===== src/rtl/restricted_mov_seq_gen_if.sv =====
// ----------------------------------------------------------------------------
// restricted_mov_seq_gen_if
// Groups the control inputs and generated outputs of the move-sequence source.
//   restricted [1:0]  forbidden direction code, driven by the consumer
//   prob       [2:0]  repeat-previous-move threshold, driven by the consumer
//   rnd_out    [31:0] current PRNG state, driven by the generator
//   out_seq    [7:0]  {seq1,seq2,seq3,seq4}, driven by the generator
// master = consumer side (drives restricted/prob); slave = generator side.
// ----------------------------------------------------------------------------
interface restricted_mov_seq_gen_if;
    logic [1:0]  restricted;
    logic [2:0]  prob;
    logic [31:0] rnd_out;
    logic [7:0]  out_seq;

    modport master (
        output restricted,
        output prob,
        input  rnd_out,
        input  out_seq
    );

    modport slave (
        input  restricted,
        input  prob,
        output rnd_out,
        output out_seq
    );
endinterface


===== src/rtl/restricted_mov_seq_gen.sv =====
// ----------------------------------------------------------------------------
// restricted_mov_seq_gen
// Pseudo-random 4-step move source: a 32-bit xorshift PRNG advanced every
// clock, plus a zero-latency mapper turning 13 PRNG bits into four 2-bit
// direction codes that never hit the forbidden code and never reverse.
// Ports:
//   clk  rising-edge clock
//   rst  asynchronous active-high reset, loads SEED into the PRNG
//   bus  slave modport: restricted/prob in, rnd_out/out_seq out
// Parameter SEED must be non-zero (xorshift keeps a zero state at zero).
// ----------------------------------------------------------------------------
module restricted_mov_seq_gen #(
    parameter logic [31:0] SEED = 32'h92D68CA2
) (
    input  logic                      clk,
    input  logic                      rst,
    restricted_mov_seq_gen_if.slave   bus
);

    logic [31:0] s_reg;
    logic [31:0] s_next;
    logic [31:0] t_a;
    logic [31:0] t_b;

    // xorshift32 (13, 17, 5); shifts are logical and truncate to 32 bits
    always_comb begin
        t_a    = s_reg ^ (s_reg << 13);
        t_b    = t_a ^ (t_a >> 17);
        s_next = t_b ^ (t_b << 5);
    end

    always_ff @(posedge clk or posedge rst) begin
        if (rst) begin
            s_reg <= SEED;
        end else begin
            s_reg <= s_next;
        end
    end

    assign bus.rnd_out = s_reg;

    // First move: pick among the three codes that are not forbidden.
    // Index 3 folds onto 0, so allowed[0] is twice as likely.
    logic [1:0] idx;
    logic [1:0] seq1;

    assign idx  = (s_reg[12:11] == 2'd3) ? 2'd0 : s_reg[12:11];
    // allowed[k] in ascending order is k when below the forbidden code,
    // otherwise k+1 (skipping the forbidden one)
    assign seq1 = (idx < bus.restricted) ? idx : idx + 2'd1;

    // Moves 2..4 each consume a 3-bit field: [10:8], [7:5], [4:2].
    // A field below prob repeats the previous move; otherwise the move turns
    // by +1 (even field) or +3 (odd field), taking the opposite turn if the
    // preferred one is forbidden. Turning never yields prev+2, and the two
    // turns differ, so at most one of them can be forbidden.
    genvar gi;
    generate
        for (gi = 1; gi < 4; gi++) begin : g_slot
            localparam int HI = 13 - 3 * gi;
            logic [2:0] a;
            logic [1:0] prev;
            logic [1:0] turn_cw;
            logic [1:0] turn_ccw;
            logic [1:0] pref;
            logic [1:0] alt;
            logic [1:0] cur;

            if (gi == 1) begin : g_first
                assign prev = seq1;
            end else begin : g_chain
                assign prev = g_slot[gi-1].cur;
            end

            assign a        = s_reg[HI -: 3];
            assign turn_cw  = prev + 2'd1;
            assign turn_ccw = prev + 2'd3;
            assign pref     = a[0] ? turn_ccw : turn_cw;
            assign alt      = a[0] ? turn_cw  : turn_ccw;
            assign cur      = (a < bus.prob) ? prev
                            : ((pref == bus.restricted) ? alt : pref);
        end
    endgenerate

    assign bus.out_seq = {seq1, g_slot[1].cur, g_slot[2].cur, g_slot[3].cur};

endmodule


===== src/flat_wrapper.sv =====
// flat-port wrapper written by rule: the top's interface ports become plain ports
module restricted_mov_seq_gen_flat 
#(
    parameter logic [31:0] SEED = 32'h92D68CA2
)
  (clk, rst, bus_restricted, bus_prob, bus_rnd_out, bus_out_seq);
  restricted_mov_seq_gen_if bus_i ();
  input  logic clk;
  input  logic rst;
  input wire logic [$bits(bus_i.restricted)-1:0] bus_restricted;
  input wire logic [$bits(bus_i.prob)-1:0] bus_prob;
  output wire logic [$bits(bus_i.rnd_out)-1:0] bus_rnd_out;
  output wire logic [$bits(bus_i.out_seq)-1:0] bus_out_seq;
  assign bus_i.restricted = bus_restricted;
  assign bus_i.prob = bus_prob;
  assign bus_rnd_out = bus_i.rnd_out;
  assign bus_out_seq = bus_i.out_seq;
  restricted_mov_seq_gen #(.SEED(SEED)) u_core (.clk(clk), .rst(rst), .bus(bus_i));
endmodule

===== config.mk =====
export PLATFORM = sky130hd
export DESIGN_NAME = restricted_mov_seq_gen_flat
export DESIGN_NICKNAME = d
export VERILOG_FILES = /design/src/rtl/restricted_mov_seq_gen_if.sv /design/src/rtl/restricted_mov_seq_gen.sv /design/src/flat_wrapper.sv
export SDC_FILE = /design/constraint.sdc
export NUM_CORES = 1
export LEC_CHECK = 0
export ABC_AREA = 1
export BUFFER_PORTS_ARGS = -buffer_cell sky130_fd_sc_hd__buf_2
export CORE_MARGIN = 5
export CORE_UTILIZATION = 58
export CTS_CLUSTER_SIZE = 40
export DETAILED_ROUTE_END_ITERATION = 7
export GPL_ROUTABILITY_DRIVEN = 0
export PLACE_DENSITY = 0.85
export SYNTH_ARGS = -nofsm -noshare
export SYNTH_HDL_FRONTEND = slang
export SYNTH_SLANG_ARGS = --single-unit

===== constraint.sdc =====
create_clock -name clk -period 4.4 [get_ports clk]
set_input_delay 0.44 -clock clk [delete_from_list [all_inputs] [get_ports clk]]
set_output_delay 0.44 -clock clk [all_outputs]
set_load 0.1 [all_outputs]

==> flow_metrics.py <==
metrics = {
    "detailed_routing": {
        "remaining_drc_errors": 0,
        "vias": 1403,
        "first_pass_iters": 4,
        "routedWlPerCell_um": 12.8,
        "drtIter0Drc": 25,
        "drt_wl_total_um": 3860,
        "via_per_inst": 4.66,
        "drtAntennaViolNets": 0,
    },
    "sta": {
        "fmax_mhz": 276,
        "rsz0062_at_grt": "no",
        "fin_hold_ws_ns": 0.150,
        "tightest_slew_ns": 0.504,
        "fin_skew_ns": 0.0126,
        "drv_slew": 0,
        "setup_violations": 0,
        "hold_viol_final": 0,
        "finalSetupTns_ns": 0,
        "fin_crit_sh_pct": 82.5,
        "slew-limit-headroom_pct": 66.2,
        "period_needed_ns": 3.63,
    },
    "layout": {
        "final_cell_mix": "buf_2, xor2_1, nand2_1, inv_1, xnor2_1",
        "diodes": 0,
        "final_cell_area_mm2": 0.00239,
        "nets": 270,
        "mostFrequentLayoutCell": "buf_2",
        "largest_reg_flops": 32,
        "area.growth.synth_to_final_pct": 20.4,
        "drive_gt1_share_pct": 36.5,
    },
    "pwr": {
        "p_seq_share_pct": 47.8,
        "powerDensity_mw_per_mm2": 258,
        "peakVddDrop_mv": 0.217,
        "switchingPower_w": 0.000180,
        "combPwrFrac_pct": 16.2,
        "p_clk_share_pct": 36.0,
        "p_leak_nw": 1.26,
        "switching_share_pct": 29.3,
        "p_int_w": 0.000436,
    },
    "cts": {
        "cts_resized": 0,
        "cts_tree": "yes",
        "clock_latency_ns": 0.34,
        "clock-sinks": 32,
        "path_clk_slew_ns": 0.10,
        "clockRootBuffer": "clkbuf_4",
        "post_cts_buffers": 0,
        "clockBufferDepth": 2,
        "cts_buffers": 5,
        "cts.hold.buffers_added": 0,
        "h-tree-depth": 2,
    },
    "die": {
        "start_util_pct": 59.5,
        "die_width_um": 68.5,
        "core_area_mm2": 0.00334,
        "std_cell_rows": 21,
        "die_area_mm2": 0.00469,
        "die_h_um": 68.5,
        "io_pins": 47,
    },
    "logic_synthesis": {
        "synth_nets": 216,
        "yosysWarnings": 0,
        "synth_area_leaders": "dfrtp_1, dfstp_2, xor2_1, xnor2_1, ha_1",
        "synth_top_area_share_pct": 22.7,
        "synth-seq-cells": 32,
        "ys_types": 20,
        "yosysSeqAreaShare_pct": 41.2,
        "synth_largest_area_cell": "dfrtp_1",
        "syn_inst": 200,
        "syn_area_per_cell_um2": 9.93,
        "synth_area_mm2": 0.00199,
    },
    "global_route": {
        "grt_start_max_net_pins": 33,
        "grt_pass1_vias": 1423,
        "grt_overflow_total": 0,
        "grtUsageTotal_pct": 18.7,
        "antenna_found_initial": 0,
        "grt_pass1_wl_um": 6490,
    },
    "min_path": {
        "hold_class": "in2async",
    },
    "worst_setup_path": {
        "crit_type": "reg2out",
        "worstPathRequired_ns": 3.96,
        "start_kind": "flop",
        "cp_data_arrival_time_ns": 3.19,
        "cp_max_fo": 5,
        "cp-end-kind": "output port",
    },
    "placed_design": {
        "dp_hpwl_um": 3120,
        "port-buffer-count": 46,
        "placed_area_mm2": 0.00231,
    },
    "job": {
        "drv_cap": 0,
    },
    "run_status": {
        "outcome": "complete, no violations",
    },
}
Yosys cell counts:
cell	number
dfrtp_1	18
xnor2_1	21
nand3_2	4
nor2_2	1
ha_1	9
nand2_4	6
inv_2	4
a21oi_1	3
xor2_1	42
nand2_2	3
nor2_1	3
nand2_1	30
xor2_2	1
xor2_4	1
inv_1	28
a21o_1	1
a31oi_1	1
dfstp_2	14
o21ai_2	1
nand3_1	9
through the flow:
| step | worst slack [ns] | power [W] | std cells | utilization (%) |
|---|---|---|---|---|
| detailed placement | 1.15 | 0.000400 | 293 | 69.4 |
| global placement | 1.25 | 0.000399 | 293 | 69.4 |
| global route | 0.486 | 0.000643 | 301 | 71.7 |
| floorplan | 0.0866 | 0.000384 | 200 | - |
| CTS | 0.744 | 0.000622 | 301 | 71.7 |
| finish | 0.770 | 0.000616 | 301 | 71.7 |
path summary, 6_finish.rpt:
check                                       startpoint                endpoint  slack [ns]  cells after the start
worst max-delay path            u_core.bus.rnd_out[11]          bus_out_seq[1]        0.77                     21
worst min-delay path                               rst  u_core.bus.rnd_out[16]        0.15                      3
worst max register to register  u_core.bus.rnd_out[10]   u_core.bus.rnd_out[6]        2.97                      3
worst min register to register   u_core.bus.rnd_out[0]   u_core.bus.rnd_out[0]        0.62                      2
max in group asynchronous                          rst  u_core.bus.rnd_out[31]        3.92                      3
min in group clk                 u_core.bus.rnd_out[0]   u_core.bus.rnd_out[0]        0.62                      2
layer usage:
metal | GRT usage [%] | part of all wire (%) | vias to the layer above | wire, um
li1 | - | - | 708 | -
met1 | 23.7 | 42 | 654 | 1630
met2 | 31.1 | 51 | 36 | 1960
met3 | 5.19 | 5.5 | 5 | 214
met4 | 5.71 | 1.2 | 0 | 48
met5 | 0 | 0 | - | 0
area by class of cell:
type,instances,area (um^2)
clock inverters,2,35.0
clock buffers,6,41.3
inverters,32,124
multi-input cells,136,1080
well taps,46,57.6
flip-flops and latches,32,820
fillers,266,946
repair buffers,47,238
critical path, cell delays in order, from the launching register on:
cell	delay, ns
dfstp_2	0.60
inv_1	0.06
ha_1	0.20
ha_1	0.31
nand2_4	0.10
nand2_4	0.07
nand2_1	0.10
nand3_1	0.10
nand2_1	0.08
nand2_1	0.05
nand3_1	0.11
nand2_2	0.07
nand2_1	0.06
nand2_1	0.04
nand2_1	0.05
nand3_1	0.07
nand2_1	0.14
nand2_1	0.07
nand2_1	0.05
nand2_1	0.05
nand2_2	0.04
buf_2	0.41
power by group through the flow:
stage / Sequential [W] / Combinational, W / Clock (W)
after floorplan: 0.000300 / 0.0000846 / 0
after global placement: 0.000300 / 0.0000991 / 0
after detailed placement: 0.000300 / 0.000101 / 0
after CTS: 0.000295 / 0.000101 / 0.000227
after global routing: 0.000295 / 0.000108 / 0.000240
final: 0.000295 / 0.0000998 / 0.000222
cell families after synthesis:
logic type | after synthesis | share of synthesized area [%]
buffers and inverters | 32 | 6.05
flip-flops | 32 | 41.2
adder cells (fa/ha/maj) | 9 | 5.67
AO/OA/AOI/OAI | 6 | 1.89
XOR/XNOR | 65 | 30.0
AND/OR/NAND/NOR | 56 | 15.2
(Power assumes the default switching activity.)
